### src/rtl/tx_framer_pkg.sv
// Symbol codes shared by the lane-link transmit framer and the receive-side demux bench.
package tx_framer_pkg;

  localparam logic [7:0] SYM_STP = 8'hFB;
  localparam logic [7:0] SYM_SDP = 8'h5C;
  localparam logic [7:0] SYM_END = 8'hFD;
  localparam logic [7:0] SYM_EDB = 8'hFE;
  localparam logic [7:0] SYM_SKP = 8'h1C;
  localparam logic [7:0] SYM_IDL = 8'h7C;
  localparam logic [7:0] SYM_FTS = 8'h3C;
  localparam logic [7:0] SYM_COM = 8'hBC;

  // DLLPs open with SDP, TLPs with STP.
  function automatic logic [7:0] start_symbol(input logic dllp);
    return dllp ? SYM_SDP : SYM_STP;
  endfunction

endpackage

### src/rtl/tx_framer_skp_timer.sv
// Counts emitted symbols and holds a SKP ordered-set request once SKP_INTERVAL is reached.
module skp_timer #(
  parameter int SKP_INTERVAL = 32
) (
  input  logic clk,
  input  logic reset_L,
  input  logic sym_en,
  input  logic clear,
  output logic req
);

  localparam int CW = $clog2(SKP_INTERVAL + 1);

  logic [CW-1:0] r_count;

  // The count saturates at the interval so the request stays up until serviced.
  assign req = (r_count == CW'(SKP_INTERVAL));

  // NOTE: sequential state is updated with non-blocking assignments so every
  // register samples pre-edge values regardless of block ordering.
  always_ff @(posedge clk or negedge reset_L) begin
    if (!reset_L) begin
      r_count <= '0;
    end else if (clear) begin
      r_count <= '0;
    end else if (sym_en && !req) begin
      r_count <= r_count + CW'(1);
    end
  end

endmodule

### src/rtl/tx_framer.sv
// Transmit symbol framer: COM training, STP/SDP-payload-END framing, IDL fill, EDB abort, SKP insertion.
module tx_framer
  import tx_framer_pkg::*;
#(
  parameter int SKP_INTERVAL = 32,
  parameter int NUM_COM      = 4,
  parameter int SKP_LEN      = 3
) (
  input  logic       clk,
  input  logic       reset_L,
  input  logic       pkt_valid,
  input  logic [7:0] pkt_data,
  input  logic       pkt_last,
  input  logic       pkt_dllp,
  output logic       pkt_ready,
  output logic       valid,
  output logic [7:0] data,
  output logic       control,
  output logic       underrun
);

  localparam logic [2:0] ST_INIT_COM = 3'd0;
  localparam logic [2:0] ST_IDLE     = 3'd1;
  localparam logic [2:0] ST_START    = 3'd2;
  localparam logic [2:0] ST_PAYLOAD  = 3'd3;
  localparam logic [2:0] ST_END_SYM  = 3'd4;
  localparam logic [2:0] ST_DRAIN    = 3'd5;
  localparam logic [2:0] ST_SKP_SET  = 3'd6;

  // One counter serves both the training COMs and the SKP ordered set.
  localparam int CNT_MAX = (NUM_COM > SKP_LEN + 1) ? NUM_COM : SKP_LEN + 1;
  localparam int CNT_W   = (CNT_MAX > 2) ? $clog2(CNT_MAX) : 1;

  logic [2:0]       r_state;
  logic [CNT_W-1:0] r_cnt;
  logic             r_valid;
  logic [7:0]       r_data;
  logic             r_control;
  logic             r_ready;
  logic             r_underrun;

  logic [2:0]       w_next_state;
  logic [CNT_W-1:0] w_cnt_next;
  logic [7:0]       w_data;
  logic             w_control;
  logic             w_ready;
  logic             w_underrun_set;
  logic             w_skp_clear;
  logic             w_skp_req;

  skp_timer #(
    .SKP_INTERVAL (SKP_INTERVAL)
  ) u_skp_timer (
    .clk     (clk),
    .reset_L (reset_L),
    .sym_en  (1'b1),
    .clear   (w_skp_clear),
    .req     (w_skp_req)
  );

  // NOTE: every signal driven here gets a default first, so no path through
  // the case statement can leave one unassigned and infer a latch.
  always_comb begin
    w_next_state   = r_state;
    w_cnt_next     = r_cnt;
    w_data         = SYM_IDL;
    w_control      = 1'b1;
    w_ready        = 1'b0;
    w_underrun_set = 1'b0;
    w_skp_clear    = 1'b0;
    case (r_state)
      ST_INIT_COM: begin
        w_data = SYM_COM;
        if (r_cnt == CNT_W'(NUM_COM - 1)) begin
          w_next_state = ST_IDLE;
          w_cnt_next   = '0;
        end else begin
          w_cnt_next = r_cnt + CNT_W'(1);
        end
      end
      ST_IDLE: begin
        if (w_skp_req)      w_next_state = ST_SKP_SET;
        else if (pkt_valid) w_next_state = ST_START;
      end
      ST_START: begin
        w_data       = start_symbol(pkt_dllp);
        w_next_state = ST_PAYLOAD;
      end
      ST_PAYLOAD: begin
        w_ready = 1'b1;
        if (pkt_valid) begin
          w_data    = pkt_data;
          w_control = 1'b0;
          if (pkt_last) w_next_state = ST_END_SYM;
        end else begin
          // Source starved mid-packet: abort it and swallow the remainder.
          w_data         = SYM_EDB;
          w_underrun_set = 1'b1;
          w_next_state   = ST_DRAIN;
        end
      end
      ST_END_SYM: begin
        w_data = SYM_END;
        if (w_skp_req)      w_next_state = ST_SKP_SET;
        else if (pkt_valid) w_next_state = ST_START;
        else                w_next_state = ST_IDLE;
      end
      ST_DRAIN: begin
        w_ready = 1'b1;
        if (pkt_valid && pkt_last) w_next_state = ST_IDLE;
      end
      ST_SKP_SET: begin
        if (r_cnt == '0) begin
          w_data      = SYM_COM;
          w_skp_clear = 1'b1;
        end else begin
          w_data = SYM_SKP;
        end
        if (r_cnt == CNT_W'(SKP_LEN)) begin
          w_next_state = ST_IDLE;
          w_cnt_next   = '0;
        end else begin
          w_cnt_next = r_cnt + CNT_W'(1);
        end
      end
      default: w_next_state = ST_IDLE;
    endcase
  end

  always_ff @(posedge clk or negedge reset_L) begin
    if (!reset_L) begin
      r_state    <= ST_INIT_COM;
      r_cnt      <= '0;
      r_valid    <= 1'b0;
      r_data     <= 8'h00;
      r_control  <= 1'b0;
      r_ready    <= 1'b0;
      r_underrun <= 1'b0;
    end else begin
      r_state    <= w_next_state;
      r_cnt      <= w_cnt_next;
      r_valid    <= 1'b1;
      r_data     <= w_data;
      r_control  <= w_control;
      r_ready    <= w_ready;
      r_underrun <= r_underrun | w_underrun_set;
    end
  end

  assign valid     = r_valid;
  assign data      = r_data;
  assign control   = r_control;
  assign pkt_ready = r_ready;
  assign underrun  = r_underrun;

endmodule

### config.mk
export PLATFORM = sky130hd
export DESIGN_NAME = tx_framer
export DESIGN_NICKNAME = d
export VERILOG_FILES = /design/src/rtl/tx_framer_pkg.sv /design/src/rtl/tx_framer_skp_timer.sv /design/src/rtl/tx_framer.sv
export SDC_FILE = /design/constraint.sdc
export NUM_CORES = 1
export LEC_CHECK = 0
export ABC_AREA = 1
export BUFFER_PORTS_ARGS = -buffer_cell sky130_fd_sc_hd__buf_2
export CAP_MARGIN = 20
export CORE_MARGIN = 8
export CORE_UTILIZATION = 53
export DETAILED_ROUTE_END_ITERATION = 6
export PLACE_DENSITY = 0.78
export SLEW_MARGIN = 20
export SYNTH_ARGS = -nofsm -noshare
export SYNTH_HDL_FRONTEND = slang
export SYNTH_SLANG_ARGS = --single-unit
### constraint.sdc
create_clock -name clk -period 1.65 [get_ports clk]
set_input_delay 0.165 -clock clk [delete_from_list [all_inputs] [get_ports clk]]
set_output_delay 0.165 -clock clk [all_outputs]
set_load 0.1 [all_outputs]
==> results of run 1 <==
## worst reg2reg max path, cell delays in order, from the launching register on
cell and delay (ns):
sky130_fd_sc_hd__dfrtp_1 0.42, sky130_fd_sc_hd__inv_1 0.10, sky130_fd_sc_hd__ha_1 0.17, sky130_fd_sc_hd__nand3_2 0.17, sky130_fd_sc_hd__nand2_1 0.15, sky130_fd_sc_hd__nand3_1 0.13
sky130_fd_sc_hd__nand2_1 0.08, sky130_fd_sc_hd__nand2_1 0.06
## per-layer routing
metal / global-route usage / up-vias / share of wire
li1: - / 489 / -
met1: 0.165 / 444 / 0.48
met2: 0.192 / 35 / 0.43
met3: 0.0371 / 5 / 0.073
met4: 0.0598 / 0 / 0.017
met5: 0 / - / 0
## cell usage in the layout, fill, tap and decap left out, drive strengths merged
cell	n
or2	4
dfrtp	23
inv	17
xor2	1
buf	24
nand4	6
nand2	38
ha	4
conb	1
a21oi	3
clkbuf	4
o21bai	1
nor2	11
nand3b	1
o21ai	11
nand3	12
dlygate4sd3	1
o21a	1
## through the flow
stage	total power, mW	hold WS, ns	instances	worst slack (ns)	instance area (sq um)
CTS	2.92	0.0377	191	0.283	1350
detailed placement	2.66	0.163	186	0.301	1310
global route	3.12	0.0384	191	0.180	1350
global placement	2.62	0.155	186	0.329	1310
floorplan	2.40	-0.131	136	0.460	1180
finish	2.90	0.0466	191	0.287	1350
## logic make-up after synthesis
logic type,after synthesis
AND/OR/NAND/NOR,72
other,1
flip-flops,23
adder cells (fa/ha/maj),4
buffers and inverters,19
AO/OA/AOI/OAI,16
XOR/XNOR,1
## registers in the layout, summed over array words and instances (netlist names)
register and flops:
underrun 1, u_skp_timer.r_count 6, data 8, valid 1, r_state 3, control 1, r_cnt 2, pkt_ready 1
## final cells by class
type,instances,area share
Sequential cell,23,0.426
Multi-Input combinational cell,94,0.385
Timing Repair Buffer,25,0.0964
Inverter,17,0.0473
Tap cell,28,0.0260
Clock buffer,4,0.0195
## power by group through the flow
stage	clock, mW	combinational, mW	sequential, mW
after floorplan	0	0.847	1.55
after global placement	0	1.65	0.970
after detailed placement	0	1.68	0.984
after CTS	0.265	1.68	0.970
after global routing	0.285	1.83	1.01
final	0.257	1.67	0.972
## path summary, 6_finish.rpt
kind / start / end / slack [ns]
max: u_skp_timer.r_count[0] / r_state[2] / 0.29
min reg2reg: underrun / underrun / 0.49
max in group asynchronous: reset_L / r_cnt[1] / 0.96
max reg2reg: u_skp_timer.r_count[0] / r_state[2] / 0.29
min: pkt_data[4] / data[4] / 0.05
min in group asynchronous: reset_L / u_skp_timer.r_count[4] / 0.36
==> results.txt, run 1 <==
The total internal power is 1.30 mW. The maximum clock rate is 733 MHz. The total buffers and inverters traversed by the critical path came out at 1. The initial antenna violation count came out at 0. In this run the cell area of the synthesized design comes to 0.00118 sq mm.

The count of distinct cell types in the synthesized netlist came out at 26. The post-synthesis compound-gate area fraction is 0.0755. Of all cell types, the one taking the most synthesized area is sky130_fd_sc_hd__dfrtp_1. Setup repair after global routing left no endpoint under its margin. In this run the tool buffered the top-level ports with 24 buffer cells. The tightest min-delay check is of the in -> reg type. The synthesized net count came out at 153.

The routability congestion estimate from global placement came out at 0.896. The number of max-slew violations in the final report is 0. VDD sags by at most 1.39 mV. The largest driver fanout on the critical path is 8. The floorplan has 17 rows. The top-level I/O count came out at 25. Of the total power, the share spent switching nets is 0.552. STA classifies the critical path startpoint as a register.

In this run the power spent charging and discharging nets is 1.60 mW. The count of warnings emitted by yosys came out at 0. STA classifies the critical path endpoint as a register. The average cell area after synthesis came out at 8.66 sq um. The hold violation count in the final report is 0. The maximum level of the CTS H-tree is 1. The number of gates resized after CTS was 0. The area growth from synthesis to layout is 14.7%. The flow ran to the end, and the final reports show no timing, DRC or antenna violations.

Of the post-synthesis cell area, the part taken by muxes is 0. The worst hold path depth came out at 2. The cts-stage hold buffer count is 1. The first-pass iteration count of the detailed router is 4. Setup violations remaining at the end of the flow were counted as 0. The clock group share of total power is 0.089. Of the total synthesized cell area, the portion taken by full adders, half adders and majority gates is 0.0425.

The buffer depth of the longest clock path is 2. The total power per unit cell area is 2150 mW/mm^2. The first global-routing pass estimated 4.22 mm of wire.

The initial utilization of the core area, before any placement, comes to 0.548. Clock-pin slew was measured on the worst setup and hold paths at 0.12 ns. The part of the Yosys area used for sequential elements came out at 0.489. The combinational cell fraction of total power came out at 0.576.

The most used cell along the critical path is sky130_fd_sc_hd__nand2_1. From bottom edge to top edge, the die measures 63.1 um. The summed negative setup slack over all endpoints is 0 ns.

The via count of the first global-routing pass came out at 926. The core occupancy in the finished layout came out at 0.628. The proportion of layout cells with a drive suffix above 1 came out at 0.270.

The final net count came out at 181. The static leakage came out at 0.716 nW. The cell family contributing the most delay on the critical path is simple AND/OR/NAND/NOR gates. The commonest cells after synthesis are sky130_fd_sc_hd__nand2_1 (32), sky130_fd_sc_hd__dfrtp_1 (23), sky130_fd_sc_hd__inv_1 (15), sky130_fd_sc_hd__nand3_1 (11), sky130_fd_sc_hd__o21ai_0 (10). The share of power burned in registers came out at 0.335. The floorplan die width is 63.1 um. Dividing the detail-routed wire length by the instance count gives 12.3 um.

The multi-input combinational cell area came out at 519 sq um. The number of nets with antenna violations after detailed routing came out at 0. The pin count of the biggest net entering global routing came out at 24. The total half-perimeter wirelength after legalization and detailed placement is 1.82 mm. The post-synthesis async set-or-reset flop share is 1.00. The post-CTS setup-driven buffer insertion count came out at 0.

The minimum period implied by the final worst setup slack is 1.36 ns. The diode insertion count for antenna repair is 0. The path length in cells of the critical path is 7. The number of cells on the worst reg-to-reg path is 7. The worst endpoint required time is 1.87 ns.

Clock tree synthesis selected as its root buffer the cell sky130_fd_sc_hd__clkbuf_4. Of the post-synthesis cell area, the dominant cell type holds 0.489. The die covers 0.00399 sq mm. The number of design-rule violations left by the first detailed-router iteration came out at 52. The synthesized netlist cell count is 136. The area share of xor/xnor cells in the synthesized design came out at 0.00744. The number of clock buffers added by TritonCTS is 3. After synthesis, the largest family of logic cells by area is simple AND/OR/NAND/NOR gates.

For this run, the leading register cell type out of synthesis is sky130_fd_sc_hd__dfrtp_1. Data arrives at the worst endpoint at 1.58 ns. The worst clock skew on the final layout is 0.00477 ns. The final global-route overflow total is 0.

The register area came out at 576 sq um. The total number of vias is 973. Yosys attributes the largest share of cell area to sky130_fd_sc_hd__dfrtp_1 (49%), sky130_fd_sc_hd__nand2_1 (10%), sky130_fd_sc_hd__inv_1 (4.8%), sky130_fd_sc_hd__nand3_1 (4.7%), sky130_fd_sc_hd__ha_1 (4.3%).

The aggregate routed wire length came out at 2.35 mm. The source-to-sink clock delay at the later pin of the worst-skew pair came out at 0.31 ns. The placeable core region is 0.00215 sq mm. The cell with the most instances after synthesis is sky130_fd_sc_hd__nand2_1. After detailed routing, the number of vias per cell comes to 5.09. Counting flops and latches in the post-synthesis netlist gives 23. The global-route usage over all layers came out at 0.128. Of the available clock period, the critical path in the final layout requires 0.826. The layout has 187 filler cells. The DRC violation count after routing came out at 0. The largest single stage delay on the critical path is 0.42 ns. The critical path is of the reg -> reg type.

The post-synthesis simple-gate area fraction came out at 0.312. The number of enable flip-flop cells after synthesis is 0. The count of clock tree sinks is 23. The max-cap check violation count is 0. The slowest stage of the critical path belongs to the cell sky130_fd_sc_hd__dfrtp_1. Walking the worst path, the cells encountered are inv_1 > ha_1 > nand3_2 > nand2_1 > nand3_1 > nand2_1 > nand2_1. TritonCTS built the clock tree.
Power figures use the tool's default switching activity.
==> run 2, diff against run 1 <==
--- a/config.mk
+++ b/config.mk
@@ -5,13 +5,13 @@
 export SDC_FILE = /design/constraint.sdc
 export NUM_CORES = 1
 export LEC_CHECK = 0
-export ABC_AREA = 1
+export ABC_AREA = 0
 export BUFFER_PORTS_ARGS = -buffer_cell sky130_fd_sc_hd__buf_2
 export CAP_MARGIN = 20
 export CORE_MARGIN = 8
-export CORE_UTILIZATION = 53
+export CORE_UTILIZATION = 48
 export DETAILED_ROUTE_END_ITERATION = 6
-export PLACE_DENSITY = 0.78
+export PLACE_DENSITY = 0.74
 export SLEW_MARGIN = 20
 export SYNTH_ARGS = -nofsm -noshare
 export SYNTH_HDL_FRONTEND = slang
==> constraint.sdc (replaced) <==
create_clock -name clk -period 1.25 [get_ports clk]
set_input_delay 0.125 -clock clk [delete_from_list [all_inputs] [get_ports clk]]
set_output_delay 0.125 -clock clk [all_outputs]
set_load 0.1 [all_outputs]
==> run 2 against run 1 <==
  * The run now ends with negative setup slack left
  * Register-to-register slack got worse by 0.39 ns
  * Wire length increased by 13%
  * Hold slack improved by 0.025 ns
  * Critical path type unchanged
  * Largest power group unchanged
==> results.txt, run 2 <==
Compared with the post-synthesis result, the final layout area differs by 33.9%. Counting instances in the post-synthesis netlist gives the leading cell types as sky130_fd_sc_hd__dfrtp_1 (23), sky130_fd_sc_hd__nor2_1 (12), sky130_fd_sc_hd__nand2_1 (8), sky130_fd_sc_hd__inv_1 (7), sky130_fd_sc_hd__nand2b_1 (5). The number of clock buffers added by TritonCTS is 3. After routing, the total negative slack on setup checks comes to -0.380 ns. Setup repair after global routing could not meet its margin everywhere.

In the synthesized netlist the async set-or-reset flop fraction comes to 1.00. The wire length on met1 is 1.10 mm. The congestion estimate from routability-driven global placement came to 0.794. The first-pass iteration count of the detailed router came out at 4. Entering global routing, the biggest net connects 24 pins.

The total half-perimeter wirelength after legalization and detailed placement came out at 1.99 mm. For this block, the initial DRC count from the detailed router was 22. Counting flops and latches in the post-synthesis netlist gives 23. The hold violation count in the final report is 0. The core region is 0.00241 sq mm.

The number of nets with antenna violations after detailed routing came out at 0. CTS built an H-tree with a depth of 1. The predominant post-synthesis flop cell is sky130_fd_sc_hd__dfrtp_1. TritonCTS built the clock tree. Setup violations remaining at the end of the flow were counted as 5. The area share of the largest cell type after synthesis is 0.486. The cell with the most instances after synthesis is sky130_fd_sc_hd__dfrtp_1. The diode insertion count for antenna repair is 0. In this run the worst hold path is classified as in -> reg.

The count of warnings emitted by yosys is 0. By startpoint and endpoint, the worst setup path is classified as reg -> reg. The global-route usage over all layers came out at 0.129. In the layout the commonest cells are sky130_fd_sc_hd__dfrtp_1 (21), sky130_fd_sc_hd__buf_2 (21), sky130_fd_sc_hd__buf_4 (16). The post-layout worst setup margin came out at -0.106 ns. The arrival time of data at the critical path endpoint is 1.59 ns. The flow ran to the end, but the final reports show violations. The largest driver fanout on the critical path came out at 2. In this run the cell area of the synthesized design comes to 0.00118 sq mm. The starting density of the core came out at 0.492. The number of inserted filler cells in the final layout is 184. The maximum clock rate came out at 738 MHz. The worst endpoint required time came out at 1.49 ns. The post-place instance area came out at 0.00145 sq mm. The tool flagged a number of max-cap violations equal to 0. In the routed layout, each cell is associated on average with a via count of 5.13. The design area is 0.00159 sq mm. The die covers 0.00431 sq mm. The number of rows created at floorplan came out at 18. The proportion of layout cells with a drive suffix above 1 is 0.415. The total power per unit cell area came out at 2710 mW/mm^2.

The critical register-to-register path startpoint is r_cnt[0]. The register area is 578 sq um. After detailed routing, the met3 layer carries 189 um of wire. The tightest hold margin came out at 0.0716 ns. The worst clock skew on the final layout is 0.00374 ns. In the detailed route, the total length drawn on met2 is 1.33 mm. The number of I/O port buffers came out at 24.

The synthesized netlist cell count came out at 116. The actual transition at the worst max-transition pin came out at 0.502 ns. The count of clock tree sinks came out at 23. Including well taps, the total number of placed cells is 179. The clock transition at the register clock pins on the worst setup and hold paths after CTS came out at 0.13 ns. Counting flops with a built-in enable in the synthesized netlist gives 0. The first global-routing pass estimated 4.40 mm of wire.

The final global-route overflow total is 0. The static leakage came out at 0.697 nW. At the end of the flow, the number of nets in the layout was 177. The relative slew slack is 0.666.

Tracing the worst setup path back leads to its startpoint at r_cnt[0]. The initial antenna violation count came to 0. The cell sitting at the root of the clock tree is a sky130_fd_sc_hd__clkbuf_4.

The final reports fail on negative setup slack. The peak supply drop is 1.48 mV. The multi-input combinational cell area came out at 618 sq um. The highest signal layer in the routed design is met4. The number of nets in the synthesized netlist is 133.

At the placement stage, the worst setup path has a slack of -0.0822 ns. The share of the Yosys chip area taken by registers is 0.486. In this run the horizontal extent of the chip is 65.7 um. The register with the most flip-flops in the layout has 8 of them. The source-to-sink clock delay at the later pin of the worst-skew pair came out at 0.31 ns. The routed length per instance came out at 14.1 um. Sorting the synthesized cells by area gives the leading types as sky130_fd_sc_hd__dfrtp_1 (49%), sky130_fd_sc_hd__ha_1 (4.2%), sky130_fd_sc_hd__nor2_1 (3.8%), sky130_fd_sc_hd__nand2b_1 (2.6%), sky130_fd_sc_hd__nand2_1 (2.5%). In the routed design, unresolved DRC markers number 0.

The floorplan die height came out at 65.7 um. The buffer depth of the longest clock path is 2. The total number of vias came out at 969. STA classifies the critical path startpoint as a register. For this design the top-level I/O count stands at 25.

Once layout is complete, the cells apart from fillers number 189. The count of distinct cell types in the synthesized netlist came out at 41. The start point of the worst min-delay path is pkt_data[2]. The aggregate routed wire length is 2.66 mm. The via count of the first global-routing pass is 1017. The synthesized design spends more area on one cell type than any other, namely sky130_fd_sc_hd__dfrtp_1. The minimum period implied by the final worst setup slack came out at 1.36 ns.

The share of the cycle needed by the critical path after routing is 1.08. The number of max-slew violations in the final report came out at 0. The average cell area after synthesis is 10.2 sq um. STA classifies the critical path endpoint as a register.
[run 2: cells by family (layout without fill, tap and decap cells)]
kind of cell,Yosys count,after routing,synth area share
AOI/OAI and AO/OA,26,26,0.161
xor gates and xnor gates,5,5,0.0370
adders and majority gates,4,4,0.0422
buffers and inverters,13,56,0.0539
DFF,23,23,0.486
muxes,2,2,0.0169
other,1,1,0.00316
and+or+nand+nor,42,42,0.201
[run 2: cell type report]
class                           instances  area share
Clock buffer                            3      0.0142
Clock inverter                          1     0.00315
Inverter                                7      0.0166
Multi-Input combinational cell         80       0.390
Sequential cell                        23       0.364
Tap cell                               30      0.0237
Timing Repair Buffer                   45       0.188
[run 2: power by group]
| group | switching [mW] | internal, mW |
|---|---|---|
| clock | 0.229 | 0.120 |
| sequential | 0.259 | 1.03 |
| combinational | 1.68 | 0.981 |
[run 2: timing repair]
item	in CTS	in global routing
setup endpoints to repair	6	16
hold buffers	3	1
setup buffers	1	1
endpoints found under the hold margin	25	1
gates resized for setup	3	12
pin swaps	1	3
[run 2: worst paths after layout]
path / endpoint / slack [ns] / cells after the start
max: r_state[1] / -0.11 / 5
min reg2reg: underrun / 0.49 / 1
max in group asynchronous: r_state[0] / 0.59 / 2
max reg2reg: r_state[1] / -0.11 / 5
min in group asynchronous: valid / 0.30 / 2
min: data[2] / 0.07 / 3
[run 2: through the flow]
step                       util  total power, mW
after floorplan               -             3.18
after global placement    0.601             3.74
after detailed placement  0.601             3.82
after CTS                 0.631             4.22
after global routing      0.658             4.60
final                     0.658             4.30
[run 2: critical path: stages, from the launching register on]
cell                       delay [ns]
sky130_fd_sc_hd__dfrtp_1         0.41
sky130_fd_sc_hd__ha_2            0.19
sky130_fd_sc_hd__or3_4           0.33
sky130_fd_sc_hd__a21oi_4         0.14
sky130_fd_sc_hd__a21oi_2         0.06
sky130_fd_sc_hd__o221ai_2        0.16
[run 2: routing by layer]
metal  vias up  GRT usage
met4         0     0.0736
li1        486          -
met5         -          0
met3         4     0.0323
met2        25      0.227
met1       454      0.136
==> run 3, diff against run 2 <==
--- a/config.mk
+++ b/config.mk
@@ -9,9 +9,8 @@
 export BUFFER_PORTS_ARGS = -buffer_cell sky130_fd_sc_hd__buf_2
 export CAP_MARGIN = 20
 export CORE_MARGIN = 8
-export CORE_UTILIZATION = 48
+export CORE_UTILIZATION = 33
 export DETAILED_ROUTE_END_ITERATION = 6
-export PLACE_DENSITY = 0.74
 export SLEW_MARGIN = 20
 export SYNTH_ARGS = -nofsm -noshare
 export SYNTH_HDL_FRONTEND = slang
==> run 3 against run 2 <==
  * The flow still finishes with violations (negative setup slack)
  * Clock power grew 5%
  * Worst setup slack got worse by 0.0022 ns
  * Critical endpoint is now r_state[0]
  * Hold slack worse by 0.019 ns
  * Register-to-register slack hardly changed
  * Count of clock-buffer cells in the layout unchanged
  * Combinational power is 7% higher
  * Critical path depth rose by 1
  * Sequential power about the same
==> results.txt, run 3 (synthesized netlist as in run 2, its figures left out) <==
The maximum level of the CTS H-tree is 1. Summed over all layers, the routed wires come to 2.85 mm. The first global-routing pass estimated 4.67 mm of wire.

The number of rows created at floorplan is 21. The tightest hold margin is 0.0525 ns. The total buffers and inverters traversed by the critical path is 1. At the end of the flow, the number of nets in the layout was 179. The largest driver fanout on the critical path came out at 4. The static leakage is 0.708 nW. The biggest cell delay along the critical path is 0.41 ns. Entering global routing, the biggest net connects 24 pins.

The top-level I/O count came out at 25. In the final layout, the share of cells above drive strength 1 is 0.472. The via count of the first global-routing pass came to 1040. In this run the remaining antenna-violating nets after routing total 0. From synthesis to final layout, the design area changed by 39.7%.

Setup total negative slack on the finished layout was measured at -0.417 ns. The longest clock path from root to sink contains 2 buffers. The peak supply drop came out at 0.798 mV. The count of clock tree sinks came out at 23. The number of I/O port buffers is 24.

The finished layout holds 207 standard cells, fillers aside. The worst setup path is captured at a register. The minimum period implied by the final worst setup slack is 1.36 ns. Summing internal, switching and leakage power gives 4.52 mW. Clock tree synthesis selected as its root buffer the cell sky130_fd_sc_hd__clkbuf_4. The overall die area came out at 0.00576 sq mm. The share of the cycle needed by the critical path after routing is 1.09. The floorplan die height is 75.9 um.

The layout has 306 filler cells. Routability-driven placement finished with a final weighted congestion of 0.880. Setup repair after global routing could not meet its margin everywhere. The first routing iteration left 44 violations. Detailed routing inserted a total of 1009 vias. Leaving out fill and tap cells, the most frequent cells in the layout are sky130_fd_sc_hd__dfrtp_1 (20), sky130_fd_sc_hd__buf_4 (19), sky130_fd_sc_hd__buf_2 (17).

TritonCTS built the clock tree. The total clock buffers created by CTS is 3. The number of placed instances, taps included came out at 195. The total half-perimeter wirelength after legalization and detailed placement came out at 2.05 mm. The worst clock skew on the final layout came out at 0.0131 ns. The routed length per instance came out at 13.8 um. The setup slack after placement came out at -0.0986 ns. The clock transition at the register clock pins on the worst setup and hold paths after CTS came out at 0.14 ns. Across all setup checks in the final design, the least slack found is -0.108 ns.

The initial antenna violation count is 0. The first-pass iteration count of the detailed router came out at 4. The start-to-end type of the worst setup path is reg -> reg.

The source-to-sink clock delay at the later pin of the worst-skew pair is 0.33 ns. The number of endpoints failing setup at the final stage came out at 6. The checks that failed: negative setup slack.

On the critical path the largest part of the delay comes from compound AO/OA/AOI/OAI gates. The post-detailed-route via-to-cell ratio is 4.87. The DRC violation count after routing came out at 0. The worst endpoint required time is 1.48 ns.

The flow ran to the end, but the final reports show violations. The final global-route overflow total is 0. Walking the worst path, the cells encountered are inv_2 > ha_4 > nand4bb_4 > o41ai_2 > a31o_2 > a21oi_2. The worst setup path is launched from a register. In this run the horizontal extent of the chip is 75.9 um.

The tightest min-delay check is of the in -> reg type. The slowest stage of the critical path is the sky130_fd_sc_hd__dfrtp_1 cell. The register with the most flip-flops in the layout has 8 of them. The maximum clock rate came out at 736 MHz. The total power per unit cell area came out at 2730 mW/mm^2. The relative slew slack is 0.657. The actual transition at the worst max-transition pin came out at 0.515 ns. The placeable core region came out at 0.00339 sq mm. The library cell used most frequently in the layout, excluding fill and tap cells, is sky130_fd_sc_hd__dfrtp_1. The arrival time of data at the critical path endpoint came out at 1.59 ns. The max-cap check violation count is 0. The number of max-slew violations in the final report is 0. The global-route usage over all layers is 0.0958. The diode insertion count for antenna repair came out at 0.

The hold violation count in the final report was 0. The starting density of the core came out at 0.350.
[run 3: path summary, 6_finish.rpt]
| path | from | end | slack (ns) | cells past startpoint |
|---|---|---|---|---|
| hold reg to reg | underrun | underrun | 0.50 | 1 |
| hold / removal | pkt_data[2] | data[2] | 0.05 | 3 |
| setup reg to reg | u_skp_timer.r_count[0] | r_state[0] | -0.11 | 6 |
| min in group asynchronous | reset_L | data[6] | 0.28 | 2 |
| max in group asynchronous | reset_L | r_state[1] | 0.58 | 2 |
| setup / recovery | u_skp_timer.r_count[0] | r_state[0] | -0.11 | 6 |
[run 3: layer usage]
metal	vias to the layer above	wire length, um	GRT usage
met4	0	62	0.0412
met3	5	139	0.0236
met2	29	1370	0.164
met5	-	0	0
li1	489	-	-
met1	486	1280	0.110
[run 3: metrics by stage]
step	util	area (sq um)
2_1_floorplan	-	1220
3_3_place_gp	0.433	1470
3_5_place_dp	0.433	1470
4_1_cts	0.456	1540
5_1_grt	0.488	1660
6_report	0.488	1660
[run 3: timing repair]
item / in CTS / in global routing
endpoints found under the setup margin: 8 / 20
endpoints found under the hold margin: 25 / 1
resized for setup: 4 / 24
buffers inserted: 1 / 4
hold buffers: 3 / 1
pin swaps: 0 / 6
[run 3: layout make-up]
class / instances / area, sq um / area share
Clock inverter: 1 / 5.00 / 0.00302
Timing Repair Buffer: 47 / 324 / 0.196
Tap cell: 46 / 57.6 / 0.0348
Sequential cell: 23 / 579 / 0.350
Inverter: 7 / 26.3 / 0.0159
Multi-Input combinational cell: 80 / 641 / 0.387
Clock buffer: 3 / 22.5 / 0.0136
[run 3: report_power, final]
group	internal, mW	switching (mW)	total, mW
clock network	0.120	0.244	0.364
logic	1.10	1.75	2.85
registers	1.04	0.277	1.31
[run 3: worst min-delay path: stages]
cell and delay, ns:
sky130_fd_sc_hd__buf_2 0.08, sky130_fd_sc_hd__nor2_1 0.03, sky130_fd_sc_hd__o21ai_0 0.12
